$ cat src/rtl/axi_lite_arb2_if.sv
// axi_lite_arb2_if: AXI4-Lite subset (AW, W, AR/R; no B channel) between one master and one slave
interface axi_lite_arb2_if #(parameter int AW = 32, parameter int DW = 32);
   logic [AW-1:0]   awaddr;
   logic            awvalid, awready;
   logic [DW-1:0]   wdata;
   logic [DW/8-1:0] wstrb;
   logic            wvalid, wready;
   logic [AW-1:0]   araddr;
   logic            arvalid, arready;
   logic [DW-1:0]   rdata;
   logic            rvalid, rready;
   modport master (output awaddr, awvalid, wdata, wstrb, wvalid, araddr, arvalid, rready,
                   input awready, wready, arready, rdata, rvalid);
   modport slave (input awaddr, awvalid, wdata, wstrb, wvalid, araddr, arvalid, rready,
                  output awready, wready, arready, rdata, rvalid);
endinterface

$ cat src/rtl/axi_lite_arb2.sv
// axi_lite_arb2: two-master to one-slave AXI4-Lite arbiter, independent write and read arbitration
module axi_lite_arb2 #(
   parameter int AW = 32,
   parameter int DW = 32,
   parameter int FIXED_PRIO = 0
) (
   input  logic             clk,
   input  logic             rst_n,
   axi_lite_arb2_if.slave   m0,
   axi_lite_arb2_if.slave   m1,
   axi_lite_arb2_if.master  s
);
   logic w_lock, w_sel, w_last, r_lock, r_sel, r_last, r_busy, r_owner;
   logic wreq0, wreq1, w_act, w_gnt, w_hs;
   logic r_act, r_gnt, ar_ok, ar_hs, r_hs;
   logic [AW-1:0]   aw_addr, ar_addr;
   logic [DW-1:0]   w_data;
   logic [DW/8-1:0] w_strb;
   assign wreq0 = m0.awvalid & m0.wvalid;
   assign wreq1 = m1.awvalid & m1.wvalid;
   assign w_act = w_lock | wreq0 | wreq1;
   assign w_gnt = w_lock ? w_sel : (wreq0 & wreq1) ? ((FIXED_PRIO != 0) ? 1'b0 : ~w_last) : wreq1;
   assign aw_addr = w_gnt ? m1.awaddr : m0.awaddr;
   assign w_data = w_gnt ? m1.wdata : m0.wdata;
   assign w_strb = w_gnt ? m1.wstrb : m0.wstrb;
   assign s.awaddr = aw_addr;
   assign s.wdata = w_data;
   assign s.wstrb = w_strb;
   assign s.awvalid = w_act & (w_gnt ? m1.awvalid : m0.awvalid);
   assign s.wvalid = w_act & (w_gnt ? m1.wvalid : m0.wvalid);
   assign m0.awready = w_act & ~w_gnt & s.awready;
   assign m1.awready = w_act & w_gnt & s.awready;
   assign m0.wready = w_act & ~w_gnt & s.wready;
   assign m1.wready = w_act & w_gnt & s.wready;
   assign w_hs = s.awvalid & s.awready & s.wvalid & s.wready;
   // A new AR may overlap the completing R so back-to-back reads need no bubble
   assign r_hs = s.rvalid & s.rready;
   assign ar_ok = ~r_busy | r_hs;
   assign r_act = r_lock | m0.arvalid | m1.arvalid;
   assign r_gnt = r_lock ? r_sel : (m0.arvalid & m1.arvalid) ? ((FIXED_PRIO != 0) ? 1'b0 : ~r_last) : m1.arvalid;
   assign ar_addr = r_gnt ? m1.araddr : m0.araddr;
   assign s.araddr = ar_addr;
   assign s.arvalid = r_act & ar_ok & (r_gnt ? m1.arvalid : m0.arvalid);
   assign m0.arready = r_act & ~r_gnt & ar_ok & s.arready;
   assign m1.arready = r_act & r_gnt & ar_ok & s.arready;
   assign ar_hs = s.arvalid & s.arready;
   assign s.rready = r_busy & (r_owner ? m1.rready : m0.rready);
   assign m0.rvalid = s.rvalid & r_busy & ~r_owner;
   assign m1.rvalid = s.rvalid & r_busy & r_owner;
   assign m0.rdata = s.rdata;
   assign m1.rdata = s.rdata;
   always_ff @(posedge clk or negedge rst_n) begin
      if (!rst_n) begin
         w_lock <= 1'b0;
         w_sel <= 1'b0;
         w_last <= 1'b1;
         r_lock <= 1'b0;
         r_sel <= 1'b0;
         r_last <= 1'b1;
         r_busy <= 1'b0;
         r_owner <= 1'b0;
      end else begin
         if (w_hs) begin
            w_lock <= 1'b0;
            w_last <= w_gnt;
         end else if (w_act) begin
            w_lock <= 1'b1;
            w_sel <= w_gnt;
         end
         if (ar_hs) begin
            r_busy <= 1'b1;
            r_owner <= r_gnt;
            r_last <= r_gnt;
            r_lock <= 1'b0;
         end else begin
            if (r_hs) r_busy <= 1'b0;
            if (r_act) begin
               r_lock <= 1'b1;
               r_sel <= r_gnt;
            end
         end
      end
   end
endmodule

$ cat src/flat_wrapper.sv
// flat-port wrapper written by rule: the top's interface ports become plain ports
module axi_lite_arb2_flat 
#(
   parameter int AW = 32,
   parameter int DW = 32,
   parameter int FIXED_PRIO = 0
)
  (clk, rst_n, m0_awaddr, m0_awvalid, m0_wdata, m0_wstrb, m0_wvalid, m0_araddr, m0_arvalid, m0_rready, m0_awready, m0_wready, m0_arready, m0_rdata, m0_rvalid, m1_awaddr, m1_awvalid, m1_wdata, m1_wstrb, m1_wvalid, m1_araddr, m1_arvalid, m1_rready, m1_awready, m1_wready, m1_arready, m1_rdata, m1_rvalid, s_awaddr, s_awvalid, s_wdata, s_wstrb, s_wvalid, s_araddr, s_arvalid, s_rready, s_awready, s_wready, s_arready, s_rdata, s_rvalid);
  axi_lite_arb2_if #(.AW(AW), .DW(DW)) m0_i ();
  axi_lite_arb2_if #(.AW(AW), .DW(DW)) m1_i ();
  axi_lite_arb2_if #(.AW(AW), .DW(DW)) s_i ();
  input  logic clk;
  input  logic rst_n;
  input wire logic [$bits(m0_i.awaddr)-1:0] m0_awaddr;
  input wire logic [$bits(m0_i.awvalid)-1:0] m0_awvalid;
  input wire logic [$bits(m0_i.wdata)-1:0] m0_wdata;
  input wire logic [$bits(m0_i.wstrb)-1:0] m0_wstrb;
  input wire logic [$bits(m0_i.wvalid)-1:0] m0_wvalid;
  input wire logic [$bits(m0_i.araddr)-1:0] m0_araddr;
  input wire logic [$bits(m0_i.arvalid)-1:0] m0_arvalid;
  input wire logic [$bits(m0_i.rready)-1:0] m0_rready;
  output wire logic [$bits(m0_i.awready)-1:0] m0_awready;
  output wire logic [$bits(m0_i.wready)-1:0] m0_wready;
  output wire logic [$bits(m0_i.arready)-1:0] m0_arready;
  output wire logic [$bits(m0_i.rdata)-1:0] m0_rdata;
  output wire logic [$bits(m0_i.rvalid)-1:0] m0_rvalid;
  input wire logic [$bits(m1_i.awaddr)-1:0] m1_awaddr;
  input wire logic [$bits(m1_i.awvalid)-1:0] m1_awvalid;
  input wire logic [$bits(m1_i.wdata)-1:0] m1_wdata;
  input wire logic [$bits(m1_i.wstrb)-1:0] m1_wstrb;
  input wire logic [$bits(m1_i.wvalid)-1:0] m1_wvalid;
  input wire logic [$bits(m1_i.araddr)-1:0] m1_araddr;
  input wire logic [$bits(m1_i.arvalid)-1:0] m1_arvalid;
  input wire logic [$bits(m1_i.rready)-1:0] m1_rready;
  output wire logic [$bits(m1_i.awready)-1:0] m1_awready;
  output wire logic [$bits(m1_i.wready)-1:0] m1_wready;
  output wire logic [$bits(m1_i.arready)-1:0] m1_arready;
  output wire logic [$bits(m1_i.rdata)-1:0] m1_rdata;
  output wire logic [$bits(m1_i.rvalid)-1:0] m1_rvalid;
  output wire logic [$bits(s_i.awaddr)-1:0] s_awaddr;
  output wire logic [$bits(s_i.awvalid)-1:0] s_awvalid;
  output wire logic [$bits(s_i.wdata)-1:0] s_wdata;
  output wire logic [$bits(s_i.wstrb)-1:0] s_wstrb;
  output wire logic [$bits(s_i.wvalid)-1:0] s_wvalid;
  output wire logic [$bits(s_i.araddr)-1:0] s_araddr;
  output wire logic [$bits(s_i.arvalid)-1:0] s_arvalid;
  output wire logic [$bits(s_i.rready)-1:0] s_rready;
  input wire logic [$bits(s_i.awready)-1:0] s_awready;
  input wire logic [$bits(s_i.wready)-1:0] s_wready;
  input wire logic [$bits(s_i.arready)-1:0] s_arready;
  input wire logic [$bits(s_i.rdata)-1:0] s_rdata;
  input wire logic [$bits(s_i.rvalid)-1:0] s_rvalid;
  assign m0_i.awaddr = m0_awaddr;
  assign m0_i.awvalid = m0_awvalid;
  assign m0_i.wdata = m0_wdata;
  assign m0_i.wstrb = m0_wstrb;
  assign m0_i.wvalid = m0_wvalid;
  assign m0_i.araddr = m0_araddr;
  assign m0_i.arvalid = m0_arvalid;
  assign m0_i.rready = m0_rready;
  assign m0_awready = m0_i.awready;
  assign m0_wready = m0_i.wready;
  assign m0_arready = m0_i.arready;
  assign m0_rdata = m0_i.rdata;
  assign m0_rvalid = m0_i.rvalid;
  assign m1_i.awaddr = m1_awaddr;
  assign m1_i.awvalid = m1_awvalid;
  assign m1_i.wdata = m1_wdata;
  assign m1_i.wstrb = m1_wstrb;
  assign m1_i.wvalid = m1_wvalid;
  assign m1_i.araddr = m1_araddr;
  assign m1_i.arvalid = m1_arvalid;
  assign m1_i.rready = m1_rready;
  assign m1_awready = m1_i.awready;
  assign m1_wready = m1_i.wready;
  assign m1_arready = m1_i.arready;
  assign m1_rdata = m1_i.rdata;
  assign m1_rvalid = m1_i.rvalid;
  assign s_awaddr = s_i.awaddr;
  assign s_awvalid = s_i.awvalid;
  assign s_wdata = s_i.wdata;
  assign s_wstrb = s_i.wstrb;
  assign s_wvalid = s_i.wvalid;
  assign s_araddr = s_i.araddr;
  assign s_arvalid = s_i.arvalid;
  assign s_rready = s_i.rready;
  assign s_i.awready = s_awready;
  assign s_i.wready = s_wready;
  assign s_i.arready = s_arready;
  assign s_i.rdata = s_rdata;
  assign s_i.rvalid = s_rvalid;
  axi_lite_arb2 #(.AW(AW), .DW(DW), .FIXED_PRIO(FIXED_PRIO)) u_core (.clk(clk), .rst_n(rst_n), .m0(m0_i), .m1(m1_i), .s(s_i));
endmodule
$ cat config.mk
export PLATFORM = sky130hd
export DESIGN_NAME = axi_lite_arb2_flat
export DESIGN_NICKNAME = d
export VERILOG_FILES = /design/src/rtl/axi_lite_arb2_if.sv /design/src/rtl/axi_lite_arb2.sv /design/src/flat_wrapper.sv
export SDC_FILE = /design/constraint.sdc
export NUM_CORES = 1
export LEC_CHECK = 0
export ABC_AREA = 1
export CORE_AREA = 2 2 166 168
export DETAILED_ROUTE_END_ITERATION = 7
export DIE_AREA = 0 0 168 170
export DONT_BUFFER_PORTS = 1
export SYNTH_ARGS = -nofsm -noshare
export SYNTH_HDL_FRONTEND = slang
export SYNTH_SLANG_ARGS = --single-unit
export TNS_END_PERCENT = 30
$ cat constraint.sdc
create_clock -name clk -period 3.65 [get_ports clk]
set_input_delay 0.73 -clock clk [delete_from_list [all_inputs] [get_ports clk]]
set_output_delay 0.73 -clock clk [all_outputs]
set_load 0.01 [all_outputs]
## Word level (Yosys, flattened, before mapping)

Cells that the tools add are included.

| word-level totals | value |
|---|---|
| bits in registers | 8 |
| output and inout port bits | 176 |
| input bits | 246 |
| word-level logic and storage cells | 73 |

| cells by class | value |
|---|---|
| reduce and logical (&&, ||, !) cells | 5 |
| muxes and demuxes | 18 |
| bitwise gates (word level) | 42 |

Operator list:

| kind | number |
|---|---|
| 32-bit 2-to-1 mux | 3 |
| 1-bit AND | 29 |
| 1-bit 2-to-1 mux | 14 |
| 1-bit NOT | 8 |
| 2-bit nonzero test | 3 |
| 1-bit bitwise OR | 5 |
| 4-bit 2-to-1 mux | 1 |
| 2-bit AND reduction | 2 |

## Depth between registers and ports, before layout

| depth | value |
|---|---|
| word-level depth | 11 |
| gate-level depth with buffers | 11 |

## Least setup slack after synthesis

OpenSTA, ideal clock, no wires.

| timing path | value |
|---|---|
| kind | input -> output |
| from | in m0_awvalid |
| to | out s_awaddr[21] |
| arrival | 1.522 ns |
| buffers on the path | 2 |
| cell stages on the path | 9 |
| slack | 1.398 ns |
| path through | nand2_1 > inv_1 > nand2_1 > nand3_2 > inv_2 > buf_4 > buf_4 > nand2_1 > nand2_1 |

| on the way | value |
|---|---|
| longest elaborated chain between the ends | 5 |

RTL lines:

| item | RTL line | source |
|---|---|---|
| start, declared | flat_wrapper.sv:15 | `input wire logic [$bits(m0_i.awvalid)-1:0] m0_awvalid;` |
| 1-bit AND | axi_lite_arb2.sv:19 | `assign wreq0 = m0.awvalid & m0.wvalid;` |
| 1-bit AND | axi_lite_arb2.sv:22 | `assign w_gnt = w_lock ? w_sel : (wreq0 & wreq1) ? ((FIXED_PRIO != 0) ? 1'b0 : ~w_last) : wreq1;` |
| 1-bit 2-to-1 mux (2 in series) | axi_lite_arb2.sv:22 |  |
| 32-bit 2-to-1 mux | axi_lite_arb2.sv:23 | `assign aw_addr = w_gnt ? m1.awaddr : m0.awaddr;` |
| end, declared | flat_wrapper.sv:40 | `output wire logic [$bits(s_i.awaddr)-1:0] s_awaddr;` |

No other way between the ends.

## Worst setup path in the final report

| timing path | value |
|---|---|
| from | reg u_core.r_last |
| to | out s_arvalid |

| on the way | value |
|---|---|
| longest elaborated chain between the ends | 5 |

RTL lines:

| item | RTL line | source |
|---|---|---|
| start, declared | axi_lite_arb2.sv:13 | `logic w_lock, w_sel, w_last, r_lock, r_sel, r_last, r_busy, r_owner;` |
| start signal, assigned | axi_lite_arb2.sv:73 | `r_last <= r_gnt;` |
| 1-bit NOT | axi_lite_arb2.sv:40 | `assign r_gnt = r_lock ? r_sel : (m0.arvalid & m1.arvalid) ? ((FIXED_PRIO != 0) ? 1'b0 : ~r_last) : m1.arvalid;` |
| 1-bit 2-to-1 mux (2 in series) | axi_lite_arb2.sv:40 |  |
| 1-bit 2-to-1 mux | axi_lite_arb2.sv:43 | `assign s.arvalid = r_act & ar_ok & (r_gnt ? m1.arvalid : m0.arvalid);` |
| 1-bit AND | axi_lite_arb2.sv:43 |  |
| end, declared | flat_wrapper.sv:46 | `output wire logic [$bits(s_i.arvalid)-1:0] s_arvalid;` |

No other way between the ends.

==> results.txt <==
The total standard cell area after synthesis is 2270 sq um. For this design the static power due to leakage is 0.00129 uW. The CTS root buffer is clkbuf_16.

The area of the core is 26700 sq um. The highest clock frequency the design can meet came out at 375 MHz. The die outline width is 168 um. For the final routed database, the setup TNS stands at 0 ns. The iteration-0 DRC count of the detailed router came out at 75. In the routed design, unresolved DRC markers number 0. The worst register-to-register path ends at u_core.w_sel. The number of non-filler instances in the completed layout is 739.

The number of global-route vias before repair came to 2093. The launching instance or port of the critical path is u_core.r_last. Synthesis instantiated 21 different standard cells from the library. The reg-to-reg startpoint is u_core.w_last. The die is 170 um tall. CTS built an H-tree with a depth of 1. Sequential cells were found to cover 8.94% of the synthesized design area. Leaving out fill and tap cells, the most frequent cells in the layout are nand2_1, inv_1, nor2_1. Using the TritonRoute via totals, the vias-per-cell ratio works out to 3.40.

Setup repair after global routing left no endpoint under its margin. The flow ran to the end, and the final reports show no timing, DRC or antenna violations. The clock arrives with 0.00661 ns of skew. The maximum clock path buffer count is 2.

The startpoint type of the worst setup path is a register. The most frequent standard cell in the layout excluding fill and tap cells is nand2_1. Setup violations remaining at the end of the flow were counted as 0. The max-capacitance violation count came out at 0.

The count of boundary I/O pins is 422. The largest net degree at the start of global routing came out at 56. The overflow left after global routing came out at 0.

The total number of clock tree sinks came out at 8. The time the final worst path needs with I/O delays and setup came out at 2.67 ns. The worst setup path is captured at an output port.

The setup check on the worst reg-to-reg path leaves a slack of 1.78 ns. The ratio of final minimum period to clock period is 73.1%. The clock transition time at the flip-flop clock pins of the worst setup and hold paths is 0.05 ns. The aggregate routed wire length came out at 9.84 mm.

The post-layout instance area came out at 2260 sq um. The wire length of the first global-routing pass is 11.7 mm. The mean routed wirelength per cell came out at 13.3 um.

The number of detailed-routing iterations run before antenna repair came out at 4. The worst register-to-register path has a depth of 14. The path class of the tightest hold or removal check is in2async. The clock insertion delay at the later pin of the skew report came out at 0.24 ns. In this run the tightest slew margin relative to its limit is 62.5%.

The worst-case IR drop observed on VDD is 0.000492 V. The slack of the critical path came out at 0.980 ns. The post-layout net count came out at 644. For the worst setup path, the data required time is 2.92 ns. In the global route stage, overall resource usage came out at 5.78%. The die area came out at 28600 sq um. Dividing total power by cell area gives a power density of 937 nW/um^2.

The count of endpoints failing hold in the final timing report came out at 0. Counting flops and latches in the post-synthesis netlist gives 8. At the placement stage, the worst setup path has a slack of 0.992 ns. The Yosys step of the flow raised 0 warnings.

The number of instances resized during post-cts repair came out at 0. Compared with the post-synthesis result, the final layout area differs by -0.221%. The number of nets produced by synthesis came out at 716.

The cell total after placement came out at 734. The area after detailed placement came out at 2180 sq um. TritonCTS built the clock tree. The detailed-placement wirelength estimate came out at 8.87 mm. The proportion of layout cells with a drive suffix above 1 is 5.81%. The number of buffers inserted by hold repair at cts is 0. The setup fix buffers added after clock tree synthesis came out at 0. The number of cell rows came out at 60. After technology mapping, the gate count stands at 470. The maximum fanout along the worst path came out at 15. The antenna violation net count after detailed routing came out at 0. The last weighted congestion value of the routability-driven placer came out at 0.822. The critical path is of the reg2out type. The total number of vias came out at 2515.

The number of buffers inserted by port buffering is 0. The worst endpoint data arrival time is 1.94 ns. The number of CTS-inserted buffers is 3. The number of antenna violations at the first check in global routing is 2.

A synthesized cell averages 4.83 sq um. The transition at the pin with the smallest max-transition slack came out at 0.558 ns. The max-slew violation total from the final report came out at 0. The most critical setup path has its endpoint at s_arvalid. The initial cell density of the core came out at 8.51%.
-- critical path, cell delays in order, from the launching register on --
cell and delay [ns]:
dfstp_2 0.54, nand2_1 0.06, nand3b_1 0.07, nand2_1 0.28, o21ai_2 0.26, inv_1 0.05
nor3_1 0.44
-- synth_stat cells --
library cell / instances / share of area [%]
buf_4: 66 / 22
buf_6: 2 / 0.99
a31oi_1: 1 / 0.28
nand2_2: 1 / 0.28
nand2_1: 327 / 54
nand3_2: 3 / 1.3
nand3b_1: 1 / 0.33
o21ai_2: 1 / 0.39
dfstp_2: 2 / 2.3
nand3_1: 4 / 0.88
buf_2: 15 / 3.3
nand4_1: 1 / 0.28
nor3_1: 4 / 0.88
inv_1: 16 / 2.6
or2_1: 1 / 0.28
inv_2: 4 / 0.66
clkbuf_1: 3 / 0.50
o21ai_1: 1 / 0.22
o21ai_0: 1 / 0.22
dfrtp_1: 6 / 6.6
nor2_1: 10 / 1.7
-- metrics by stage --
stage	utilization, %	power (uW)	hold slack [ns]
4_1_cts	8.47	2140	0.173
3_5_place_dp	8.19	1930	0.435
2_1_floorplan	-	1670	0.434
5_1_grt	8.49	2320	0.167
6_report	8.49	2120	0.179
3_3_place_gp	8.19	1890	0.435
-- layer usage --
layer	up-vias	wire length [um]	GRT usage, %
met5	-	0	0
met4	0	448	3.25
met3	33	1710	3.72
met2	285	4660	10.6
met1	1012	3020	4.64
li1	1185	-	-
-- registers in the layout (all words and copies together) (netlist names) --
| signal | count |
|---|---|
| u_core.r_busy | 1 |
| u_core.r_last | 1 |
| u_core.r_lock | 1 |
| u_core.r_owner | 1 |
| u_core.r_sel | 1 |
| u_core.w_lock | 1 |
| u_core.w_last | 1 |
| u_core.w_sel | 1 |
-- kinds of logic (layout without fill, tap and decap cells) --
kind of cell / after synthesis / after routing / share of synthesized area [%]
other: 0 / 2 / 0
buffers and inverters: 106 / 32 / 30.0
AND/OR/NAND/NOR: 352 / 352 / 60.0
flip-flops: 8 / 8 / 8.94
AO/OA/AOI/OAI: 4 / 4 / 1.10
-- cell type report --
type	count	area (sq um)
diodes	2	5.00
clock buffers	3	75.1
fillers	3132	24400
inverters	20	75.1
multi-input cells	356	1390
flip-flops and latches	8	203
well taps	341	427
repair buffers	9	92.6
-- how the worst min path moves through the flow --
stage	to	slack [ns]	depth (start not counted)
after floorplan	u_core.r_busy	0.43	0
after global placement	u_core.r_busy	0.43	0
after detailed placement	u_core.r_owner	0.43	0
after CTS	u_core.r_busy	0.17	0
after global routing	u_core.r_busy	0.17	0
final	u_core.r_busy	0.18	0
-- where the power goes --
group | total, uW | leakage, uW | switching [uW] | internal [uW]
logic | 1760 | 0.00116 | 1320 | 434
registers | 161 | 0.0000895 | 25.5 | 135
clock network | 200 | 0.0000370 | 57.6 | 143
total | 2120 | 0.00129 | 1410 | 713
No activity file was read; power rests on OpenSTA's default activity.
